## src/rtl/draw_bird_phys_if.sv

```systemverilog
// VGA raster position bundle: the pixel counters from the timing generator
// that drive the draw path and the frame tick.
interface vga_if;
  logic [10:0] hcount;
  logic [10:0] vcount;

  modport master (output hcount, vcount);
  modport slave  (input  hcount, vcount);
  modport in     (input  hcount, vcount);
endinterface

```

## src/rtl/draw_bird_phys.sv

```systemverilog
// Flappy-bird physics (one update per frame tick) and bird sprite draw.
// Latency: rgb/valid 1 cycle after vin; no backpressure, vin is consumed every cycle.
module draw_bird_phys #(
  parameter int          BIRD_X      = 400,
  parameter int          BIRD_W      = 40,
  parameter int          BIRD_H      = 50,
  parameter int          Y_START     = 300,
  parameter int          SCREEN_H    = 600,
  parameter int          GRAVITY     = 1,
  parameter int          JUMP_V      = 8,
  parameter int          VMAX        = 12,
  parameter logic [11:0] COLOR       = 12'h0F0,
  parameter logic [11:0] FLAP_COLOR  = 12'hFF0,
  parameter int          FLAP_FRAMES = 4
) (
  input  logic        clk,
  input  logic        rst_n,
  input  logic        game_rst,
  input  logic        mouse_left,
  vga_if.in           vin,
  output logic [11:0] rgb,
  output logic        valid,
  output logic        collision
);

  localparam int FW = (FLAP_FRAMES < 1) ? 1 : $clog2(FLAP_FRAMES + 1);

  localparam logic signed [11:0] Y_START_S = 12'(Y_START);
  localparam logic signed [11:0] FLOOR_S   = 12'(SCREEN_H - BIRD_H);
  localparam logic signed [11:0] GRAV_S    = 12'(GRAVITY);
  localparam logic signed [11:0] JUMP_S    = 12'(JUMP_V);
  localparam logic signed [11:0] VMAX_S    = 12'(VMAX);
  localparam logic [FW-1:0]      FLAP_LOAD = FW'(FLAP_FRAMES);
  localparam logic [10:0]        TICK_V    = 11'(SCREEN_H);
  localparam logic [11:0]        X_LO      = 12'(BIRD_X);
  localparam logic [11:0]        X_HI      = 12'(BIRD_X + BIRD_W);
  localparam logic [11:0]        H_U       = 12'(BIRD_H);

  typedef enum logic [1:0] {
    IDLE = 2'd0,
    FLY  = 2'd1,
    DEAD = 2'd2
  } state_t;

  state_t            state, state_nxt;
  logic signed [11:0] y, y_nxt;
  logic signed [11:0] vel, vel_nxt;
  logic signed [11:0] vel_inc, vel_calc, y_calc;
  logic              jump_pend, jump_pend_nxt;
  logic              mouse_q;
  logic [FW-1:0]     flap_cnt, flap_nxt;
  logic              collision_nxt;
  logic              tick, rise, apply;
  logic              hit;
  logic [11:0]       hc, vc, yu;

  // Tick sits just past the last visible line, so y never changes mid-frame.
  assign tick    = (vin.hcount == 11'd0) && (vin.vcount == TICK_V);
  assign rise    = mouse_left && !mouse_q;
  assign vel_inc = vel + GRAV_S;

  always_ff @(posedge clk or negedge rst_n) begin
    if (!rst_n) begin
      state     <= IDLE;
      y         <= Y_START_S;
      vel       <= '0;
      jump_pend <= 1'b0;
      mouse_q   <= 1'b0;
      flap_cnt  <= '0;
      collision <= 1'b0;
    end else begin
      state     <= state_nxt;
      y         <= y_nxt;
      vel       <= vel_nxt;
      jump_pend <= jump_pend_nxt;
      mouse_q   <= mouse_left;
      flap_cnt  <= flap_nxt;
      collision <= collision_nxt;
    end
  end

  always_comb begin
    state_nxt     = state;
    y_nxt         = y;
    vel_nxt       = vel;
    jump_pend_nxt = jump_pend;
    flap_nxt      = flap_cnt;
    collision_nxt = collision;
    vel_calc      = '0;
    y_calc        = '0;
    apply         = 1'b0;

    if (rise && (state != DEAD)) begin
      jump_pend_nxt = 1'b1;
    end

    if (game_rst) begin
      state_nxt     = IDLE;
      y_nxt         = Y_START_S;
      vel_nxt       = '0;
      jump_pend_nxt = 1'b0;
      flap_nxt      = '0;
      collision_nxt = 1'b0;
    end else if (tick) begin
      // A press landing exactly on the tick cycle counts toward the next frame.
      jump_pend_nxt = rise && (state != DEAD);
      if (flap_cnt != '0) begin
        flap_nxt = flap_cnt - 1'b1;
      end

      case (state)
        IDLE: begin
          if (jump_pend) begin
            apply     = 1'b1;
            state_nxt = FLY;
          end
        end
        FLY:     apply = 1'b1;
        default: apply = 1'b0;
      endcase

      if (apply) begin
        if (jump_pend) begin
          vel_calc = -JUMP_S;
          flap_nxt = FLAP_LOAD;
        end else if (vel_inc > VMAX_S) begin
          vel_calc = VMAX_S;
        end else begin
          vel_calc = vel_inc;
        end
        y_calc = y + vel_calc;

        if (y_calc[11]) begin
          y_nxt   = '0;
          vel_nxt = '0;
        end else if (y_calc >= FLOOR_S) begin
          y_nxt         = FLOOR_S;
          vel_nxt       = '0;
          state_nxt     = DEAD;
          collision_nxt = 1'b1;
        end else begin
          y_nxt   = y_calc;
          vel_nxt = vel_calc;
        end
      end
    end
  end

  // y is clamped to [0, floor], so the unsigned view is exact.
  always_comb begin
    hc  = {1'b0, vin.hcount};
    vc  = {1'b0, vin.vcount};
    yu  = $unsigned(y);
    hit = (hc >= X_LO) && (hc < X_HI) && (vc >= yu) && (vc < yu + H_U);
  end

  always_ff @(posedge clk or negedge rst_n) begin
    if (!rst_n) begin
      rgb   <= 12'h000;
      valid <= 1'b0;
    end else begin
      valid <= hit;
      if (!hit) begin
        rgb <= 12'h000;
      end else if (flap_cnt != '0) begin
        rgb <= FLAP_COLOR;
      end else begin
        rgb <= COLOR;
      end
    end
  end

endmodule

```

## src/flat_wrapper.sv

```systemverilog
// flat-port wrapper written by rule: the top's interface ports become plain ports
module draw_bird_phys_flat 
#(
  parameter int          BIRD_X      = 400,
  parameter int          BIRD_W      = 40,
  parameter int          BIRD_H      = 50,
  parameter int          Y_START     = 300,
  parameter int          SCREEN_H    = 600,
  parameter int          GRAVITY     = 1,
  parameter int          JUMP_V      = 8,
  parameter int          VMAX        = 12,
  parameter logic [11:0] COLOR       = 12'h0F0,
  parameter logic [11:0] FLAP_COLOR  = 12'hFF0,
  parameter int          FLAP_FRAMES = 4
)
  (clk, rst_n, game_rst, mouse_left, rgb, valid, collision, vin_hcount, vin_vcount);
  vga_if vin_i ();
  input  logic clk;
  input  logic rst_n;
  input  logic game_rst;
  input  logic mouse_left;
  output logic [11:0] rgb;
  output logic valid;
  output logic collision;
  input wire logic [$bits(vin_i.hcount)-1:0] vin_hcount;
  input wire logic [$bits(vin_i.vcount)-1:0] vin_vcount;
  assign vin_i.hcount = vin_hcount;
  assign vin_i.vcount = vin_vcount;
  draw_bird_phys #(.BIRD_X(BIRD_X), .BIRD_W(BIRD_W), .BIRD_H(BIRD_H), .Y_START(Y_START), .SCREEN_H(SCREEN_H), .GRAVITY(GRAVITY), .JUMP_V(JUMP_V), .VMAX(VMAX), .COLOR(COLOR), .FLAP_COLOR(FLAP_COLOR), .FLAP_FRAMES(FLAP_FRAMES)) u_core (.clk(clk), .rst_n(rst_n), .game_rst(game_rst), .mouse_left(mouse_left), .vin(vin_i), .rgb(rgb), .valid(valid), .collision(collision));
endmodule
```

## config.mk

```make
export PLATFORM = sky130hd
export DESIGN_NAME = draw_bird_phys_flat
export DESIGN_NICKNAME = d
export VERILOG_FILES = /design/src/rtl/draw_bird_phys_if.sv /design/src/rtl/draw_bird_phys.sv /design/src/flat_wrapper.sv
export SDC_FILE = /design/constraint.sdc
export NUM_CORES = 1
export LEC_CHECK = 0
export ABC_CLOCK_PERIOD_IN_PS = 12300
export BUFFER_PORTS_ARGS = -buffer_cell sky130_fd_sc_hd__buf_4
export CAP_MARGIN = 10
export CORE_AREA = 2 2 118 120
export CTS_CLUSTER_DIAMETER = 80
export CTS_CLUSTER_SIZE = 28
export DETAILED_ROUTE_END_ITERATION = 10
export DIE_AREA = 0 0 120 122
export PLACE_DENSITY = 0.49
export SYNTH_ARGS = -nofsm -noshare
export SYNTH_HDL_FRONTEND = slang
export SYNTH_SLANG_ARGS = --single-unit
export TNS_END_PERCENT = 10
```

## constraint.sdc

```tcl
create_clock -name clk -period 12.3 [get_ports clk]
set_input_delay 2.46 -clock clk [delete_from_list [all_inputs] [get_ports clk]]
set_output_delay 2.46 -clock clk [all_outputs]
set_load 0.01 [all_outputs]
```

==> Word level (Yosys, flattened, before mapping) <==
Index checks and enable logic that the tools add are counted.
{ "word_totals": {"register_bits": 45, "in_bits": 26, "out_inout_bits": 14} }
{ "classes": {"n_addsub": 4, "magnitude_cmp": 6, "eq_ne": 4, "n_mux": 41, "reduce_logical": 16} }
{ "op_table": {"columns": ["operator", "n"], "rows": [
  ["$mux W12", 16],
  ["$mux W3", 5],
  ["$mux W2", 7],
  ["$add A12 B12 Y12", 1],
  ["$add A12 B2 Y12 const B", 1],
  ["$add A12 B6 Y12 const B", 1],
  ["$ge A11 B12 Y1", 1],
  ["$ge A12 B11 Y1 const B", 1],
  ["$gt A12 B5 Y1 const B", 1],
  ["$lt A11 B12 Y1", 1],
  ["$eq A11 B10 Y1 const B", 1],
  ["$ge A11 B9 Y1 const B", 1],
  ["$logic_not A11 Y1", 1],
  ["$lt A11 B9 Y1 const B", 1],
  ["$mux W1", 11],
  ["$mux W11", 1],
  ["$logic_and A1 B1 Y1", 6],
  ["$reduce_bool A2 Y1", 3],
  ["$reduce_bool A3 Y1", 2],
  ["$ne A2 B2 Y1 const B", 2],
  ["$reduce_and A4 Y1", 1],
  ["$sub A3 B1 Y3 const B", 1],
  ["$eq A2 B1 Y1 const B", 1],
  ["$logic_not A2 Y1", 1],
  ["other kinds (3)", 3]
]} }

==> Longest topological paths before layout <==
{ "depth": {"word_depth": 14, "depth_mapped": 21, "ltp_nobuf": 19} }

==> Least setup slack after synthesis <==
OpenSTA, ideal clock, no wires.
{ "synth_path": {"path_kind": "in2reg", "startpoint": "input vin_hcount[6]", "endpoint": "register u_core.vel[0]", "arrival_time_ns": 4.494, "t_required_ns": 12.178, "setup_slack_ns": 7.685, "stages": 8, "n_path_buf": 2, "cell_sequence": "or3_1 > nor4b_1 > nand4_1 > nor3_1 > clkbuf_1 > nor2_1 > clkbuf_1 > a32o_1"} }
{ "synth_between": {"elab_chain_cells": 4} }
{ "synth_lines": {"columns": ["element", "line_no", "rtl"], "rows": [
  ["start: declaration", "flat_wrapper.sv:25", "input wire logic [$bits(vin_i.hcount)-1:0] vin_hcount;"],
  ["$logic_not A11 Y1", "draw_bird_phys.sv:58", "assign tick = (vin.hcount == 11'd0) && (vin.vcount == TICK_V);"],
  ["$logic_and A1 B1 Y1", "draw_bird_phys.sv:58", null],
  ["$reduce_bool A2 Y1 (no line)", null, null],
  ["$reduce_and A2 Y1 (no line)", null, null],
  ["end signal: assignment", "draw_bird_phys.sv:74", "vel <= vel_nxt;"],
  ["end: declaration", "draw_bird_phys.sv:47", "logic signed [11:0] vel, vel_nxt;"]
]} }
Every way passes these cells.
A chain may end at the register's enable or synchronous reset.

==> Worst setup path after layout <==
{ "layout_path": {"startpoint": "input vin_hcount[6]", "endpoint": "register u_core.vel[2]"} }
Same word-level chain as after synthesis.

==> out/results.tsv <==
metric	value	unit
outcome	finished clean	
finalHoldViolations	0	
finalClockSkew	1.223	ps
wl_met3	356	um
first_global_vias	2802	
die_x	120	um
dp_hpwl	6.946	mm
hp-class	flop to flop	
postPlaceCellArea	3618	um2
root_buffer	clkbuf_16	
power-per-cell-area	77.25	nW/um2
tritoncts	yes	
r2r-start	u_core.vel[0]	
wirelength_met1	4.148	mm
avgViaCountPerCell	4.955	
fmax	0.1841	GHz
worst_ep_required_time	12500	ps
avgRoutedWirePerCell	14.94	um
synth_area_leaders	dfrtp_1 22%, ha_1 14%, a32o_1 4.3%	
ff2ff_path_depth	17	
rsz0062_at_grt	false	
synth_edf_count	0	
yosysUniqueCellTypes	71	
clk_latency	280	ps
reg2reg_slack	6940	ps
yosys_warnings	0	
final_core_util	28.02	%
p_sw_share	26.77	%
seq_area_frac_synth	25.21	%
crit_type	input port to flop	
rr_endpoint	u_core.vel[3]	
n_fill_cell	1436	
num_vias	2884	
first_iter_violations	227	
cp-start-kind	input port	
drt_drc_violations_left	0	
drive_above_1_share	15.67	%
cts_sinks	33	
core	13500	um2
dr_wl_met2	4.038	mm
power_switching	78.26	uW
port_buffers	35	
netlist.top_cell.by_area	dfrtp_1	
synth_area_per_cell	8.673	um2
initial_utilization	24.40	%
syn_area	3296	um2
worstPathArrival	5630	ps
whs_path_depth	1	
final_max_slew_viol_count	0	
worstSetupEndpointType	flop	
gp_congestion	0.8714	
worstPathMaxFanout	15	
tns	0	ps
synth_top_area_share	22.02	%
nets	464	
dr.pass1.iters	5	
grt_start_max_net_pins	34	
max_cap_violations	0	
p_clk_share	45.4	%
routed.top_layer	met4	
grt_pass1_wl	14.43	mm
syn-instance-count	380	
cts_hold_buf	0	
ys_seq_elements	33	
clockBufferDepth	2	
worstMarginPinSlew	975.8	ps
timing.final.crit_share	44.16	%
cts_resized	0	
cts_setup_buffers	0	
antenna_found_initial	0	
ant_nets	0	
min_from	u_core.collision	
worstHoldEndpoint	u_core.collision	
grt_overflow	0	
min_period	5431	ps
postLayoutCellArea	3784	um2
async_flop_share	100.0	%
cts_buffers	5	
yosys_most_used_dff	dfrtp_1	
total_leakage_power	0.001734	uW
grt_usage	12.42	%
p_seq_share	37.6	%
die-area	14640	um2
final_cell_mix	36 x ha_1, 36 x buf_4, 29 x dfrtp_1, 28 x nand2_1, 26 x inv_1	
die-height	122	um
vdd_drop_max	41.78	uV
routed_wl	8.695	mm
setup_viol	0	
area_growth	14.81	%
path_clk_slew	50	ps
slew_headroom	34.45	%
row_count	43	
antenna-diode-count	0	
io_pins	40	
htreeDepth	2	
p_int	214.0	uW
combPwrFrac	17.0	%
metal layers:
| metal | track usage, % | up-vias |
|---|---|---|
| met4 | 3.824 | 0 |
| met2 | 20.49 | 65 |
| met3 | 2.294 | 9 |
| met1 | 16.46 | 1374 |
| li1 | - | 1436 |
| met5 | 0 | - |
through the flow:
stage / std cells / power [uW] / setup WS [ps] / hold slack (ps)
2_1_floorplan: 383 / 146.2 / 7685 / 497.8
3_3_place_gp: 573 / 160.1 / 6819 / 520.3
3_5_place_dp: 573 / 160.6 / 6574 / 522.2
4_1_cts: 581 / 294.0 / 6884 / 534.5
5_1_grt: 582 / 304.7 / 6596 / 567.3
6_report: 582 / 292.3 / 6869 / 528.1
area by class of cell:
class | count | area, um2 | share of cell area [%]
clock buffers | 7 | 152.6 | 4.034
inverters | 27 | 101.3 | 2.679
repair buffers | 36 | 270.3 | 7.143
clock inverters | 1 | 5.005 | 0.1323
well taps | 180 | 225.2 | 5.952
multi-input cells | 298 | 2198 | 58.10
flip-flops and latches | 33 | 830.8 | 21.96
registers in the layout, summed over array words and instances, names as in the netlist:
signal            count
u_core.vel           12
u_core.y             11
u_core.flap_cnt       3
u_core.rgb            2
u_core.state          2
u_core.collision      1
u_core.jump_pend      1
u_core.mouse_q        1
how the worst max path moves through the flow:
stage | slack [ps] | startpoint | endpoint | depth (start not counted)
6_report | 6870 | vin_hcount[6] | u_core.vel[2] | 8
5_1_grt | 6600 | vin_hcount[6] | u_core.vel[2] | 8
4_1_cts | 6880 | vin_hcount[6] | u_core.vel[2] | 8
3_5_place_dp | 6570 | vin_hcount[6] | u_core.vel[1] | 8
3_3_place_gp | 6820 | vin_hcount[6] | u_core.vel[1] | 8
2_1_floorplan | 7680 | vin_hcount[6] | u_core.vel[0] | 8
cell usage after synthesis (all sizes together), types with 7 or more instances:
cell and number:
a21o 12, a21oi 23, a32o 14, and3 8, buf 19, dfrtp 29, ha 36, inv 27
nand2 28, nand3 10, nand4 7, nor2 22, nor3 11, o21ai 24, or3 7, xnor2 17
worst max-delay path, stage by stage:
cell and delay (ps):
buf_4 100, or3_1 380, nor4b_1 270, nand4_1 410, nor3_1 930, and3_1 700, nand4_1 200, o21ai_0 170
power by group through the flow:
stage	combinational (uW)	clock (uW)	sequential (uW)
final	49.7	133	110
after global routing	55.5	139	110
after CTS	49.2	135	110
after detailed placement	48.9	0	112
after global placement	48.3	0	112
after floorplan	35.1	0	111
cell families after synthesis:
family	count (synthesis)	synth area share, %
AO/OA/AOI/OAI	107	23.73
XOR/XNOR	23	6.340
adder cells (fa/ha/maj)	37	14.27
buffers and inverters	52	8.428
flip-flops	33	25.21
multiplexers	3	0.9112
other	1	0.1138
AND/OR/NAND/NOR	124	20.99
(Power assumes the default switching activity.)
